**config.mk**
```make
export PLATFORM = sky130hd
export DESIGN_NAME = tail_light_sequencer
export DESIGN_NICKNAME = d
export VERILOG_FILES = /design/src/rtl/tail_pkg.sv /design/src/rtl/tail_light_sequencer_tick_div.sv /design/src/rtl/tail_light_sequencer.sv
export SDC_FILE = /design/constraint.sdc
export NUM_CORES = 1
export LEC_CHECK = 0
export CAP_MARGIN = 20
export CORE_ASPECT_RATIO = 1.75
export CORE_MARGIN = 2
export CORE_UTILIZATION = 25
export DETAILED_ROUTE_END_ITERATION = 16
export SETUP_SLACK_MARGIN = 0.3
export SLEW_MARGIN = 20
export SYNTH_ARGS = -nofsm -noshare
export SYNTH_HDL_FRONTEND = slang
export SYNTH_SLANG_ARGS = --single-unit
```
**constraint.sdc**
```tcl
create_clock -name clk -period 3 [get_ports clk]
set_input_delay 0.3 -clock clk [delete_from_list [all_inputs] [get_ports clk]]
set_output_delay 0.3 -clock clk [all_outputs]
set_load 0.005 [all_outputs]
```
**src/rtl/tail_pkg.sv**
```systemverilog
// Shared mode encoding for the turn-signal lab: controller FSM, tail-light
// sequencer and the seven-segment path all agree on these codes.
package tail_pkg;

  typedef logic [2:0] mode_t;

  localparam mode_t MODE_IDLE   = 3'd0;
  localparam mode_t MODE_HAZARD = 3'd1;
  localparam mode_t MODE_LEFT   = 3'd2;
  localparam mode_t MODE_RIGHT  = 3'd3;

  // Codes 4..7 are unassigned and fold onto IDLE.
  function automatic mode_t eff_mode(input mode_t m);
    return (m > MODE_RIGHT) ? MODE_IDLE : m;
  endfunction

endpackage

```
**src/rtl/tail_light_sequencer_tick_div.sv**
```systemverilog
// Step-rate prescaler: one-cycle tick every TICK_DIV clocks, restartable
// from zero by a synchronous clear.
module tick_div #(
  parameter int TICK_DIV = 1
) (
  input  logic clk,
  input  logic reset_n,
  input  logic clr,
  output logic tick
);

  localparam int DIV_W = (TICK_DIV > 1) ? $clog2(TICK_DIV) : 1;
  localparam logic [DIV_W-1:0] DIV_MAX = DIV_W'(TICK_DIV - 1);

  logic [DIV_W-1:0] div_cnt;

  assign tick = (div_cnt == DIV_MAX);

  always_ff @(posedge clk or negedge reset_n) begin
    if (!reset_n)
      div_cnt <= '0;
    else if (clr || tick)
      div_cnt <= '0;
    else
      div_cnt <= div_cnt + 1'b1;
  end

endmodule

```
**src/rtl/tail_light_sequencer.sv**
```systemverilog
// Tail-light sequencer: idle / hazard / left sweep / right sweep on two LED
// banks. Optional brake overlay enabled by defining TAIL_BRAKE_EN.
module tail_light_sequencer
  import tail_pkg::*;
#(
  parameter int LEDS     = 3,
  parameter int TICK_DIV = 1,
  parameter int FILL     = 0
) (
  input  logic            clk,
  input  logic            reset_n,
  input  mode_t           mode,
`ifdef TAIL_BRAKE_EN
  input  logic            brake,
`endif
  output logic [LEDS-1:0] LEDR_L,
  output logic [LEDS-1:0] LEDR_R,
  output mode_t           cur_mode
);

  localparam int STEP_W = $clog2(LEDS + 1);
  localparam logic [STEP_W-1:0] STEP_MAX = STEP_W'(LEDS);

  mode_t            mode_q;
  logic [STEP_W-1:0] step_q;
  logic             phase_q;

  logic             mode_chg;
  logic             tick;
  logic             brake_s;
  logic [STEP_W-1:0] nxt_step;
  logic             nxt_phase;
  logic [LEDS-1:0]  nxt_l;
  logic [LEDS-1:0]  nxt_r;

`ifdef TAIL_BRAKE_EN
  assign brake_s = brake;
`else
  assign brake_s = 1'b0;
`endif

  // Left-bank pattern for a step (bit 0 innermost).
  function automatic logic [LEDS-1:0] sweep_pat(input logic [STEP_W-1:0] s);
    logic [LEDS-1:0] p;
    for (int i = 0; i < LEDS; i++) begin
      if (FILL != 0)
        p[i] = (STEP_W'(i) < s);
      else
        p[i] = (STEP_W'(i + 1) == s);
    end
    return p;
  endfunction

  // The right bank counts from its outer end, so it is the left pattern mirrored.
  function automatic logic [LEDS-1:0] mirror(input logic [LEDS-1:0] v);
    logic [LEDS-1:0] r;
    for (int i = 0; i < LEDS; i++)
      r[i] = v[LEDS-1-i];
    return r;
  endfunction

  tick_div #(
    .TICK_DIV (TICK_DIV)
  ) u_tick_div (
    .clk     (clk),
    .reset_n (reset_n),
    .clr     (mode_chg),
    .tick    (tick)
  );

  assign mode_chg = (mode != mode_q);

  always_comb begin
    nxt_step  = step_q;
    nxt_phase = phase_q;
    if (mode_chg) begin
      nxt_step  = '0;
      nxt_phase = 1'b0;
    end else begin
      case (eff_mode(mode_q))
        MODE_HAZARD: if (tick) nxt_phase = ~phase_q;
        MODE_LEFT, MODE_RIGHT:
          if (tick) nxt_step = (step_q == STEP_MAX) ? '0 : step_q + 1'b1;
        default: begin
          nxt_step  = '0;
          nxt_phase = 1'b0;
        end
      endcase
    end

    // LEDs are derived from the next step/phase so they land on the same edge.
    nxt_l = '0;
    nxt_r = '0;
    case (eff_mode(mode))
      MODE_HAZARD: begin
        nxt_l = {LEDS{nxt_phase}};
        nxt_r = {LEDS{nxt_phase}};
      end
      MODE_LEFT: begin
        nxt_l = sweep_pat(nxt_step);
        if (brake_s) nxt_r = '1;
      end
      MODE_RIGHT: begin
        nxt_r = mirror(sweep_pat(nxt_step));
        if (brake_s) nxt_l = '1;
      end
      default: begin
        if (brake_s) begin
          nxt_l = '1;
          nxt_r = '1;
        end
      end
    endcase
  end

  always_ff @(posedge clk or negedge reset_n) begin
    if (!reset_n) begin
      mode_q  <= MODE_IDLE;
      step_q  <= '0;
      phase_q <= 1'b0;
      LEDR_L  <= '0;
      LEDR_R  <= '0;
    end else begin
      mode_q  <= mode;
      step_q  <= nxt_step;
      phase_q <= nxt_phase;
      LEDR_L  <= nxt_l;
      LEDR_R  <= nxt_r;
    end
  end

  assign cur_mode = mode_q;

endmodule

```
==> results.tsv, run 1 <==
stage	metric	value	unit
setup_path	Setup crit end	LEDR_R[2]	
yosys	Net Count, Synth	55	
routing	Detailed Route Iter0 Violations	11	
grt	vias in the first global route	436	
grt	first-pass GRT wire length	1920	um
routing	Avg WL per Cell	12.4	um
setup_path	Startpoint Class	register	
die	Core Area	2240	um2
die	Site Rows	23	
clock_tree	CTS resizes	0	
clock_tree	# H-tree levels	1	
sta	Final setup viols	0	
layout	# fillers	232	
layout	share of cells above drive strength 1	10.8	%
grt	largest net degree at the start of global routing	14	
sta	clk_skew	0.00208	ns
layout	Final Cell Area	782	um2
routing	routed vias/inst	4.87	
layout	Final Util	34.8	%
routing	routed wire length	1120	um
clock_tree	CTS buffer count	3	
placed_design	Placement Cell Area	737	um2
placed_design	post-DP HPWL	821	um
yosys	Mapped Area	581	um2
clock_tree	Clock Tree Root	clkbuf_8	
sta	fmax	0.539	GHz
setup_path	Crit Reg-Reg Endpoint	LEDR_R[2]	
yosys	YS warnings	0	
die	die area	2740	um2
routing	Pre-antenna DRT Iters	4	
sta	Worst-Margin Slew	0.696	ns
routing	final antenna-violating net count	0	
placed_design	PortBufs	13	
setup_path	FF-to-FF path depth	4	
setup_path	required time worst endpoint	3.11	ns
sta	slew margin rel.	53.4	%
yosys	Syn Area/Cell	11.8	um2
setup_path	Worst Setup End Kind	register	
sta	final worst path period need	1.86	ns
die	Die X	40.4	um
sta	Tcrit/Tclk final	61.9	%
yosys	Mapped Cells	49	
sta	RSZ-0062 raised after global routing	false	
pwr	Max IR drop VDD	0.309	mV
grt	global-route usage over all layers	10.5	%
clock_tree	# Post-CTS Setup Buffers	0	
die	Starting Density	25.9	%
grt	overflow left after global routing	0	
clock_tree	Longest Clk Path Bufs	2	
min_path	worst hold-check path type	in -> async	
sta	final hold vios	0	
grt	antenna violations before repair	0	
flow_run	max_cap viols	0	
pwr	Pwr Density	469	nW/um2
clock_tree	CTS Hold Bufs	0	
outcome	status	finished clean	
clock_tree	Clock Latency Late Sink	0.24	ns
die	Ports	14	
sta	Max Slew Vio Count	0	
layout	# diodes	0	
setup_path	Critical Path Source	cur_mode[1]	
setup_path	critical path arrival	1.97	ns
layout	most frequent cells in the layout	dfrtp_1, clkdlybuf4s50_1, nor2_1	
layout	Final nets	72	
placed_design	routability cong.	0.819	
setup_path	R2R Setup Slk	1.14	ns
clock_tree	CTS clk-pin slew, worst paths	0.05	ns
yosys	post-synthesis cell type count	25	
routing	total number of vias	438	
pwr	LEAKAGE	0.332	nW
clock_tree	CTS tree	done	
sta	hold slack	0.431	ns
yosys	Seq/Total Area, Yosys	56.0	%
die	die height	67.7	um
routing	# DRC	0	
setup_path	critical-path maximum fanout	12	
setup_path	critical path class	reg -> reg	
setup_path	Worst R2R Start	cur_mode[1]	
sta	TNS Setup	0	ns
yosys	synthesized flop and latch total	13	
clock_tree	# clock sinks	13	
layout	Area growth, synth to finish	34.7	%
where the power goes:
| part | switching (W) | leakage [nW] | internal, W | total (W) |
|---|---|---|---|---|
| clock | 0.0000595 | 0.0228 | 0.0000937 | 0.000153 |
| combinational | 0.0000136 | 0.137 | 0.0000148 | 0.0000284 |
| sequential | 0.00000674 | 0.172 | 0.000179 | 0.000186 |
layout make-up:
class                   instances  area, um2  area share (%)
flip-flops and latches         13        325            41.6
multi-input cells              35        250            32.0
repair buffers                 13        130            16.6
clock buffers                   4       45.0            5.76
well taps                      25       31.3            4.00
cells in the mapped netlist (all sizes together):
master | count | area share (%)
mux2 | 1 | 2.6
nand2 | 1 | 0.65
a21o | 1 | 1.3
nand3 | 4 | 3.4
conb | 1 | 0.65
a22oi | 2 | 3.4
a211oi | 1 | 1.3
o31ai | 2 | 3.4
nor2 | 6 | 3.9
nand2b | 2 | 2.2
buf | 1 | 0.86
nor4b | 2 | 3.0
nor3 | 1 | 0.86
and3 | 1 | 1.1
or4 | 1 | 1.9
o21ai | 1 | 0.86
a41oi | 1 | 1.5
xnor2 | 2 | 3.0
and2b | 1 | 1.3
dfrtp | 13 | 56
ha | 1 | 2.2
xor2 | 1 | 1.5
o41ai | 2 | 3.0
worst max-delay path, stage by stage, from the launching register on:
cell	delay, ns
dfrtp_1	0.56
and2b_1	0.26
a211oi_1	0.62
nand2b_1	0.22
o31ai_1	0.08
worst min-delay path by stage:
| stage | from | endpoint | slack (ns) | cells past startpoint |
|---|---|---|---|---|
| finish | reset_n | step_q[1] | 0.43 | 1 |
| global route | reset_n | LEDR_L[2] | 0.51 | 1 |
| global placement | cur_mode[2] | LEDR_L[2] | 0.59 | 1 |
| floorplan | reset_n | LEDR_L[0] | 0.004 | 0 |
| detailed placement | cur_mode[2] | LEDR_L[2] | 0.58 | 1 |
| CTS | reset_n | step_q[0] | 0.46 | 1 |
through the flow:
stage / power (W) / instances / worst slack [ns]
after floorplan: 0.000199 / 49 / 1.41
after global placement: 0.000217 / 86 / 1.23
after detailed placement: 0.000217 / 86 / 1.18
after CTS: 0.000373 / 90 / 1.16
after global routing: 0.000385 / 90 / 0.998
final: 0.000367 / 90 / 1.14
sequential cells by signal, summed over array words and instances, names as in the netlist:
signal / cells
LEDR_R: 3
step_q: 2
LEDR_L: 3
u_tick_div.div_cnt: 1
cur_mode: 3
phase_q: 1
metal layers:
layer  part of all wire, %  up-vias  global-route usage (%)
met5                     0        -                       0
met1                    44      199                    12.8
met4                   2.9        0                    8.75
met3                   5.5        4                    1.97
li1                      -      218                       -
met2                    47       17                    15.1
cell families after synthesis:
| group | count (synthesis) | synth area share (%) |
|---|---|---|
| and+or+nand+nor | 19 | 18.3 |
| DFF | 13 | 56.0 |
| AOI/OAI and AO/OA | 10 | 14.9 |
| xor gates and xnor gates | 3 | 4.53 |
| adders and majority gates | 1 | 2.15 |
| other | 1 | 0.646 |
| muxes | 1 | 2.59 |
| buffers and inverters | 1 | 0.861 |
Power figures use the tool's default switching activity.
==> run 2, diff against run 1 <==
==> constraint.sdc (replaced) <==
create_clock -name clk -period 1.8 [get_ports clk]
set_input_delay 0.18 -clock clk [delete_from_list [all_inputs] [get_ports clk]]
set_output_delay 0.18 -clock clk [all_outputs]
set_load 0.005 [all_outputs]
==> results.tsv, run 2 (synthesized netlist as in run 1, its figures left out) <==
stage	metric	value	unit
layout	share of cells above drive strength 1	26.0	%
sta	TNS Setup	0	ns
grt	antenna violations before repair	0	
sta	Max Slew Vio Count	0	
placed_design	Placement Cell Area	767	um2
routing	Detailed Route Iter0 Violations	13	
die	Core Area	2240	um2
layout	Area growth, synth to finish	49.1	%
sta	slew margin rel.	61.8	%
layout	Final Cell Area	866	um2
die	Starting Density	25.9	%
clock_tree	# clock sinks	13	
routing	routed wire length	1280	um
clock_tree	# H-tree levels	1	
grt	vias in the first global route	481	
placed_design	Cells after DPL	90	
setup_path	slowest cell delay on critical path	0.49	ns
setup_path	critical path arrival	1.78	ns
clock_tree	Clock Tree Root	clkbuf_8	
layout	Non-Filler Instances	98	
grt	global-route usage over all layers	11.5	%
die	die area	2740	um2
setup_path	Worst Setup End Kind	register	
setup_path	critical-path maximum fanout	3	
die	Ports	14	
routing	final antenna-violating net count	0	
die	die height	67.7	um
routing	Pre-antenna DRT Iters	5	
placed_design	PortBufs	13	
die	Site Rows	23	
sta	final worst path period need	1.63	ns
sta	clk_skew	0.00213	ns
routing	routed vias/inst	5.18	
sta	Worst-Margin Slew	0.571	ns
flow_run	max_cap viols	0	
pwr	overall power	0.000626	W
clock_tree	CTS tree	done	
sta	Final setup viols	0	
routing	Avg WL per Cell	13.1	um
clock_tree	Longest Clk Path Bufs	2	
sta	final hold vios	0	
die	Die X	40.4	um
setup_path	CP cell instances	ha_1, mux2_4, a22oi_2, or4_4, o31ai_2	
clock_tree	CTS Hold Bufs	0	
setup_path	critical path class	reg -> reg	
placed_design	routability cong.	0.844	
clock_tree	Clock Latency Late Sink	0.24	ns
grt	largest net degree at the start of global routing	14	
setup_path	Startpoint Class	register	
clock_tree	CTS buffer count	3	
sta	Final WS setup	0.173	ns
grt	first-pass GRT wire length	2080	um
sta	Tcrit/Tclk final	90.4	%
routing	total number of vias	508	
routing	# DRC	0	
placed_design	pre-CTS setup slack	0.145	ns
setup_path	required time worst endpoint	1.96	ns
pwr	Pwr Density	724	nW/um2
layout	Final nets	80	
outcome	status	finished clean	
min_path	worst hold-check path type	in -> async	
setup_path	CP max-delay cell	or4_4	
clock_tree	CTS clk-pin slew, worst paths	0.05	ns
pwr	LEAKAGE	0.382	nW
pwr	Max IR drop VDD	0.366	mV
layout	# diodes	0	
layout	most frequent cells in the layout	clkdlybuf4s50_1, dfrtp_1, buf_4	
sta	fmax	0.615	GHz
layout	commonest non-fill, non-tap cell in the layout	clkdlybuf4s50_1	
grt	overflow left after global routing	0	
placed_design	post-DP HPWL	877	um
sta	RSZ-0062 raised after global routing	true	
==> run 2: metrics by stage <==
stage,util (%),hold WS (ns)
after floorplan,-,-0.116
final,38.6,0.304
after global placement,34.2,0.587
after detailed placement,34.2,0.588
after CTS,37.8,0.332
after global routing,38.6,0.365
==> run 2: final cells by class <==
class	count	area, um2
Multi-Input combinational cell	35	269
Tap cell	25	31.3
Clock buffer	4	45.0
Sequential cell	13	327
Timing Repair Buffer	21	194
Fill cell	231	1380
==> run 2: final timing paths <==
path	from	to	slack, ns	depth (start not counted)
min in group clk	mode[2]	cur_mode[2]	0.41	1
hold / removal	reset_n	step_q[0]	0.30	1
max in group asynchronous	reset_n	cur_mode[2]	1.09	1
setup reg to reg	step_q[0]	LEDR_L[2]	0.17	5
setup / recovery	step_q[0]	LEDR_L[2]	0.17	5
hold reg to reg	cur_mode[2]	LEDR_L[2]	0.55	1
==> run 2: report_power, final <==
group          internal (W)  switching, W  total [W]
clock network      0.000156      0.000100   0.000256
registers          0.000298    0.00000792   0.000306
logic             0.0000323     0.0000314  0.0000638
total              0.000487      0.000140   0.000626
==> run 2: routing by layer <==
| metal | vias up | track usage [%] | part of all wire (%) |
|---|---|---|---|
| met5 | - | 0 | 0 |
| met4 | 0 | 6.67 | 2.7 |
| met3 | 7 | 3.95 | 6.6 |
| met2 | 22 | 17.3 | 52 |
| met1 | 250 | 13.6 | 39 |
| li1 | 229 | - | - |
==> run 2: worst max-delay path: cells and delay by family, from the launching register on <==
kind / cells / cell delay (ns)
simple gates: 1 / 0.49
compound gates: 2 / 0.23
flops: 1 / 0.38
mux: 1 / 0.15
fa+ha+maj: 1 / 0.28
==> run 2: repair_timing <==
item,in CTS,in global routing
setup buffers,3,1
gates resized for setup,2,4
setup endpoints to repair,5,7
pin swaps,1,1
gates cloned,0,0
